$ cat src/rtl/galaxian_loader_pkg.sv
// Shared definitions for the Galaxian ROM download path: region map,
// region identifiers and loader FSM states.
package galaxian_loader_pkg;

  // Download-stream byte addresses bounding each ROM region.
  localparam logic [24:0] PGM_BASE   = 25'h000_0000;
  localparam logic [24:0] K1_BASE    = 25'h000_4000;
  localparam logic [24:0] H1_BASE    = 25'h000_5000;
  localparam logic [24:0] PROM_BASE  = 25'h000_6000;
  localparam logic [24:0] PROM_LIMIT = 25'h000_6020;

  localparam int NUM_REGIONS = 4;

  // Encodings 0..3 double as the bit index in the region mask.
  typedef enum logic [2:0] {
    REG_PGM  = 3'd0,
    REG_1K   = 3'd1,
    REG_1H   = 3'd2,
    REG_PROM = 3'd3,
    REG_NONE = 3'd4
  } region_t;

  typedef enum logic [2:0] {
    ST_IDLE = 3'd0,
    ST_LOAD = 3'd1,
    ST_HOLD = 3'd2,
    ST_RUN  = 3'd3,
    ST_FAIL = 3'd4
  } state_t;

endpackage

$ cat src/rtl/galaxian_rom_decode.sv
// Combinational map from a download byte address to its ROM region and
// the region-relative offset (zero when the address falls outside every region).
module galaxian_rom_decode
  import galaxian_loader_pkg::*;
(
  input  logic [24:0] addr,
  output region_t     region,
  output logic [13:0] offset
);

  always_comb begin
    region = REG_NONE;
    offset = '0;
    if (addr < K1_BASE) begin
      region = REG_PGM;
      offset = 14'(addr - PGM_BASE);
    end else if (addr < H1_BASE) begin
      region = REG_1K;
      offset = 14'(addr - K1_BASE);
    end else if (addr < PROM_BASE) begin
      region = REG_1H;
      offset = 14'(addr - H1_BASE);
    end else if (addr < PROM_LIMIT) begin
      region = REG_PROM;
      offset = 14'(addr - PROM_BASE);
    end
  end

endmodule

$ cat src/rtl/galaxian_rom_loader.sv
// Routes the data_io ROM download into the Galaxian core ROMs and keeps the core
// in reset until every region is loaded. GALAXIAN_ROM_CHECKSUM_EN adds rom_sum/exp_sum gating.
module galaxian_rom_loader
  import galaxian_loader_pkg::*;
#(
  parameter int unsigned HOLD_CYCLES = 256,
  parameter logic [7:0]  ROM_INDEX   = 8'd0
) (
  input  logic        clk_sys,
  input  logic        reset,
  input  logic        ioctl_download,
  input  logic [7:0]  ioctl_index,
  input  logic        ioctl_wr,
  input  logic [24:0] ioctl_addr,
  input  logic [7:0]  ioctl_dout,
`ifdef GALAXIAN_ROM_CHECKSUM_EN
  input  logic [15:0] exp_sum,
  output logic [15:0] rom_sum,
`endif
  output logic [13:0] rom_addr,
  output logic [7:0]  rom_data,
  output logic        pgm_we,
  output logic        gfx1k_we,
  output logic        gfx1h_we,
  output logic        prom_we,
  output logic        core_reset,
  output logic        rom_valid,
  output logic        dl_error
);

  localparam logic [15:0] HOLD_LOAD = 16'(HOLD_CYCLES - 1);

  state_t      state_reg, state_next;
  logic [3:0]  we_reg;
  logic [3:0]  mask_reg;
  logic [13:0] rom_addr_reg;
  logic [7:0]  rom_data_reg;
  logic        dl_error_reg;
  logic [15:0] hold_cnt_reg;

  region_t     dec_region;
  logic [13:0] dec_offset;
  logic [3:0]  hit;
  logic        rom_start;
  logic        wr_accept;
  logic        in_range;
  logic        load_entry;
  logic        sum_ok;
  logic        images_ok;

  galaxian_rom_decode u_decode (
    .addr   (ioctl_addr),
    .region (dec_region),
    .offset (dec_offset)
  );

  // Only the ROM slot counts; other indices never touch state or strobes.
  assign rom_start  = ioctl_download && (ioctl_index == ROM_INDEX);
  assign wr_accept  = (state_reg == ST_LOAD) && ioctl_wr && (ioctl_index == ROM_INDEX);
  assign in_range   = (dec_region != REG_NONE);
  assign load_entry = (state_next == ST_LOAD) && (state_reg != ST_LOAD);

  generate
    for (genvar gi = 0; gi < NUM_REGIONS; gi++) begin : g_hit
      assign hit[gi] = wr_accept && (dec_region == region_t'(3'(gi)));
    end
  endgenerate

`ifdef GALAXIAN_ROM_CHECKSUM_EN
  logic [15:0] sum_reg;

  always_ff @(posedge clk_sys) begin
    if (reset) begin
      sum_reg <= '0;
    end else if (load_entry) begin
      sum_reg <= '0;
    end else if (wr_accept && in_range) begin
      sum_reg <= sum_reg + 16'(ioctl_dout);
    end
  end

  assign rom_sum = sum_reg;
  assign sum_ok  = (sum_reg == exp_sum);
`else
  assign sum_ok = 1'b1;
`endif

  assign images_ok = (mask_reg == 4'b1111) && !dl_error_reg && sum_ok;

  always_ff @(posedge clk_sys) begin
    if (reset) begin
      state_reg <= ST_IDLE;
    end else begin
      state_reg <= state_next;
    end
  end

  always_comb begin
    state_next = state_reg;
    case (state_reg)
      ST_IDLE: if (rom_start) state_next = ST_LOAD;
      ST_LOAD: if (!ioctl_download) state_next = ST_HOLD;
      ST_HOLD: begin
        if (rom_start) begin
          state_next = ST_LOAD;
        end else if (hold_cnt_reg == '0) begin
          state_next = images_ok ? ST_RUN : ST_FAIL;
        end
      end
      ST_RUN:  if (rom_start) state_next = ST_LOAD;
      ST_FAIL: if (rom_start) state_next = ST_LOAD;
      default: state_next = ST_IDLE;
    endcase
  end

  always_comb begin
    core_reset = 1'b1;
    rom_valid  = 1'b0;
    if (state_reg == ST_RUN) begin
      core_reset = 1'b0;
      rom_valid  = 1'b1;
    end
  end

  always_ff @(posedge clk_sys) begin
    if (reset) begin
      we_reg       <= '0;
      mask_reg     <= '0;
      rom_addr_reg <= '0;
      rom_data_reg <= '0;
      dl_error_reg <= 1'b0;
      hold_cnt_reg <= '0;
    end else begin
      we_reg <= hit;
      if (wr_accept && in_range) begin
        rom_addr_reg <= dec_offset;
        rom_data_reg <= ioctl_dout;
      end
      // Entry into LOAD and accepted writes never coincide: writes need LOAD already.
      if (load_entry) begin
        mask_reg     <= '0;
        dl_error_reg <= 1'b0;
      end else if (wr_accept) begin
        mask_reg <= mask_reg | hit;
        if (!in_range) begin
          dl_error_reg <= 1'b1;
        end
      end
      if ((state_reg == ST_LOAD) && (state_next == ST_HOLD)) begin
        hold_cnt_reg <= HOLD_LOAD;
      end else if ((state_reg == ST_HOLD) && (hold_cnt_reg != '0)) begin
        hold_cnt_reg <= hold_cnt_reg - 16'd1;
      end
    end
  end

  assign pgm_we   = we_reg[REG_PGM];
  assign gfx1k_we = we_reg[REG_1K];
  assign gfx1h_we = we_reg[REG_1H];
  assign prom_we  = we_reg[REG_PROM];
  assign rom_addr = rom_addr_reg;
  assign rom_data = rom_data_reg;
  assign dl_error = dl_error_reg;

endmodule

$ cat config.mk
export PLATFORM = sky130hd
export DESIGN_NAME = galaxian_rom_loader
export DESIGN_NICKNAME = d
export VERILOG_FILES = /design/src/rtl/galaxian_loader_pkg.sv /design/src/rtl/galaxian_rom_decode.sv /design/src/rtl/galaxian_rom_loader.sv
export SDC_FILE = /design/constraint.sdc
export NUM_CORES = 1
export LEC_CHECK = 0
export CAP_MARGIN = 10
export CORE_AREA = 2 2 75 84
export CTS_CLUSTER_DIAMETER = 50
export DETAILED_ROUTE_END_ITERATION = 16
export DIE_AREA = 0 0 77 86
export PLACE_DENSITY = 0.78
export RECOVER_POWER = 25
export SETUP_SLACK_MARGIN = 0.3
export SLEW_MARGIN = 20
export SYNTH_ARGS = -nofsm -noshare
export SYNTH_HDL_FRONTEND = slang
export SYNTH_HIERARCHICAL = 1
export SYNTH_SLANG_ARGS = --single-unit
$ cat constraint.sdc
create_clock -name clk_sys -period 4.5 [get_ports clk_sys]
set_input_delay 1.35 -clock clk_sys [delete_from_list [all_inputs] [get_ports clk_sys]]
set_output_delay 1.35 -clock clk_sys [all_outputs]
set_load 0.005 [all_outputs]
==> results.json <==
{
  "drt-pass1-iter-count": 4,
  "core_um2": 5730,
  "grt_pass1_vias": 2482,
  "setup_violations": 0,
  "max_freq_mhz": 264,
  "drc_errors": 0,
  "syn-num-nets": 333,
  "p_leak_nw": 1.38,
  "grt_overflow": 0,
  "final_util_pct": 62.0,
  "path_cells": "clkdlybuf4s50_1 -> nor4_2 -> nand3_2 -> a211oi_1 -> or3b_2 -> nor4_1 -> nor2_1 -> o32ai_1",
  "insertion_delay_ns": 0.31,
  "syn_avg_cell_area_um2": 9.35,
  "fin_crit_ns": 3.79,
  "clock_skew_ns": 0.0109,
  "rr_startpoint": "hold_cnt_reg[0]$_SDFFE_PP0P_",
  "max_slew_margin_pct": 39.4,
  "peakVddDrop_mv": 0.144,
  "drt-wirelength-per-cell_um": 14.8,
  "cts_setup_buffers": 0,
  "row_count": 29,
  "cp.required_ns": 4.70,
  "yosys.area.top_type": "dfxtp_1",
  "ys_async_sr_fraction_pct": 0,
  "area_growth_pct": 32.9,
  "start_util_pct": 46.7,
  "cts_hold_buf": 0,
  "port_buffers": 73,
  "worst-path-stages": 8,
  "crit_path_start": "ioctl_addr[17]",
  "worstRegToRegCells": 6,
  "diodes": 0,
  "synth_most_common_cell": "dfxtp_1",
  "dieArea_um2": 6620,
  "hold_slack_ns": 0.480,
  "cts_made_buffers": 5,
  "cp-start-kind": "primary input",
  "cp_slowest_cell": "a211oi_1",
  "num_vias": 2510,
  "min_period_over_period_pct": 84.3,
  "synth_ff_type": "dfxtp_1",
  "status": "complete, no violations",
  "finalHoldViolations": 0,
  "path_class": "primary input to flip-flop",
  "drtIter0Drc": 136,
  "fin_setup_tns_ns": 0,
  "crit_path_max_fanout": 9,
  "path_buf_inv": 1,
  "ys_warn_count": 6,
  "die_y_um": 86,
  "critPathTopFamily": "simple AND/OR/NAND/NOR gates",
  "dp_slack_ns": 0.356,
  "slowest_delay_ns": 0.61,
  "htree_levels": 2,
  "clkSinkCount": 50,
  "finalPower_mw": 0.781,
  "rr_endpoint": "mask_reg[2]$_SDFFE_PP0P_",
  "critPathArrivalTime_ns": 4.00,
  "vias_per_cell": 5.76,
  "min_from": "hold_cnt_reg[15]$_SDFFE_PP0P_",
  "yosysUniqueCellTypes": 52,
  "synth_area_leaders": "dfxtp_1 (37%), mux2i_1 (9.0%), nor2_1 (4.9%)",
  "synth_edf_count": 0,
  "cts_tree": "built",
  "clk_pin_slew_ns": 0.10,
  "layout.nets": 405,
  "fillers": 520,
  "hp-class": "flip-flop to flip-flop",
  "cts_buffer_depth": 2,
  "worst_hold_path.num_cells": 2,
  "end_kind": "flip-flop",
  "slew_viol_final": 0,
  "wirelength_um": 6460,
  "drive_above_1_share_pct": 13.4,
  "grt_pass1_wl_um": 11300,
  "routabilityCongestion": 0.782,
  "synth.cell_area_um2": 2680,
  "drv_cap": 0,
  "track_usage_pct": 20.6,
  "worstMarginPinSlew_ns": 0.900,
  "p_per_area_nw_per_um2": 220,
  "timing.final.ws_setup_ns": 0.706,
  "rsz0062_at_grt": "no",
  "syn-instance-count": 286,
  "grt_max_degree": 33,
  "cts_resized": 0,
  "synthTopCellsByCount": "dfxtp_1 (50), nor2_1 (35), mux2i_1 (24)",
  "multiInputGateArea_um2": 1560,
  "seq_area_frac_synth_pct": 37.4,
  "hold_end": "hold_cnt_reg[15]$_SDFFE_PP0P_",
  "cts-root-buf": "clkbuf_8",
  "register_area_um2": 1000,
  "die_w_um": 77,
  "antenna_found_initial": 0,
  "reg2reg_slack_ns": 2.01,
  "synth_top_area_share_pct": 37.4,
  "antenna_left": 0,
  "pin_count": 74,
  "largest_register_ffs": 16,
  "dp_hpwl_um": 4770,
  "synth-seq-cells": 50
}
[layer usage]
layer	global-route usage (%)	vias up	routed length, um
met2	35.0	82	3150
met4	8.28	0	72
met1	24.1	1179	2710
li1	-	1243	-
met3	6.84	6	522
met5	0	-	0
[worst max path at each step]
| stage | slack [ns] | to |
|---|---|---|
| floorplan | 0.97 | mask_reg[2]$_SDFFE_PP0P_ |
| global placement | 0.55 | mask_reg[2]$_SDFFE_PP0P_ |
| detailed placement | 0.36 | mask_reg[2]$_SDFFE_PP0P_ |
| CTS | 0.67 | mask_reg[2]$_SDFFE_PP0P_ |
| global route | 0.39 | mask_reg[2]$_SDFFE_PP0P_ |
| finish | 0.71 | mask_reg[2]$_SDFFE_PP0P_ |
[power breakdown]
group          internal [mW]  switching [mW]  leakage (nW)  total [mW]
combinational         0.0420          0.0246         0.932      0.0666
clock                  0.113           0.158        0.0458       0.272
sequential             0.442        0.000209         0.402       0.442
total                  0.597           0.183          1.38       0.781
[placed cells by master (no fill, tap or decap), types with 7 or more instances in the layout]
master           synthesis  layout
dfxtp_1                 50      50
or4_1                   10      10
nor2_1                  35      35
nor3b_2                 10      10
mux2i_1                 24      24
nor4_1                  11      11
buf_4                    1       7
nor3b_1                  8       8
nand2_1                  7       7
nor3_1                   7       7
dlygate4sd3_1            0      15
clkdlybuf4s50_1          0      58
[final cells by class]
cell class,instances,area share [%]
flip-flops and latches,50,28.1
clock inverters,2,0.493
well taps,77,2.71
inverters,5,0.528
repair buffers,81,22.1
multi-input cells,215,43.9
clock buffers,6,2.04
[worst reg2reg max path, delay by kind of cell, from the launching register on]
| kind | cells | cell delay [ns] |
|---|---|---|
| compound gates | 1 | 0.14 |
| simple gates | 2 | 1.12 |
| fa+ha+maj | 1 | 0.16 |
| flops | 1 | 0.38 |
| buf+inv | 1 | 0.12 |
| mux | 1 | 0.47 |
[logic make-up (layout without fill, tap and decap cells)]
group / count (synthesis) / in the layout / synth area share [%]
simple gates: 141 / 141 / 35.3
buf+inv: 21 / 94 / 4.16
fa+ha+maj: 2 / 2 / 0.935
flops: 50 / 50 / 37.4
compound gates: 47 / 47 / 12.8
mux: 25 / 25 / 9.40
[metrics by stage]
step / cells / instance area, um2
finish: 436 / 3560
global route: 436 / 3560
CTS: 436 / 3560
detailed placement: 428 / 3470
global placement: 428 / 3470
floorplan: 286 / 2680
No activity file was read; power rests on OpenSTA's default activity.
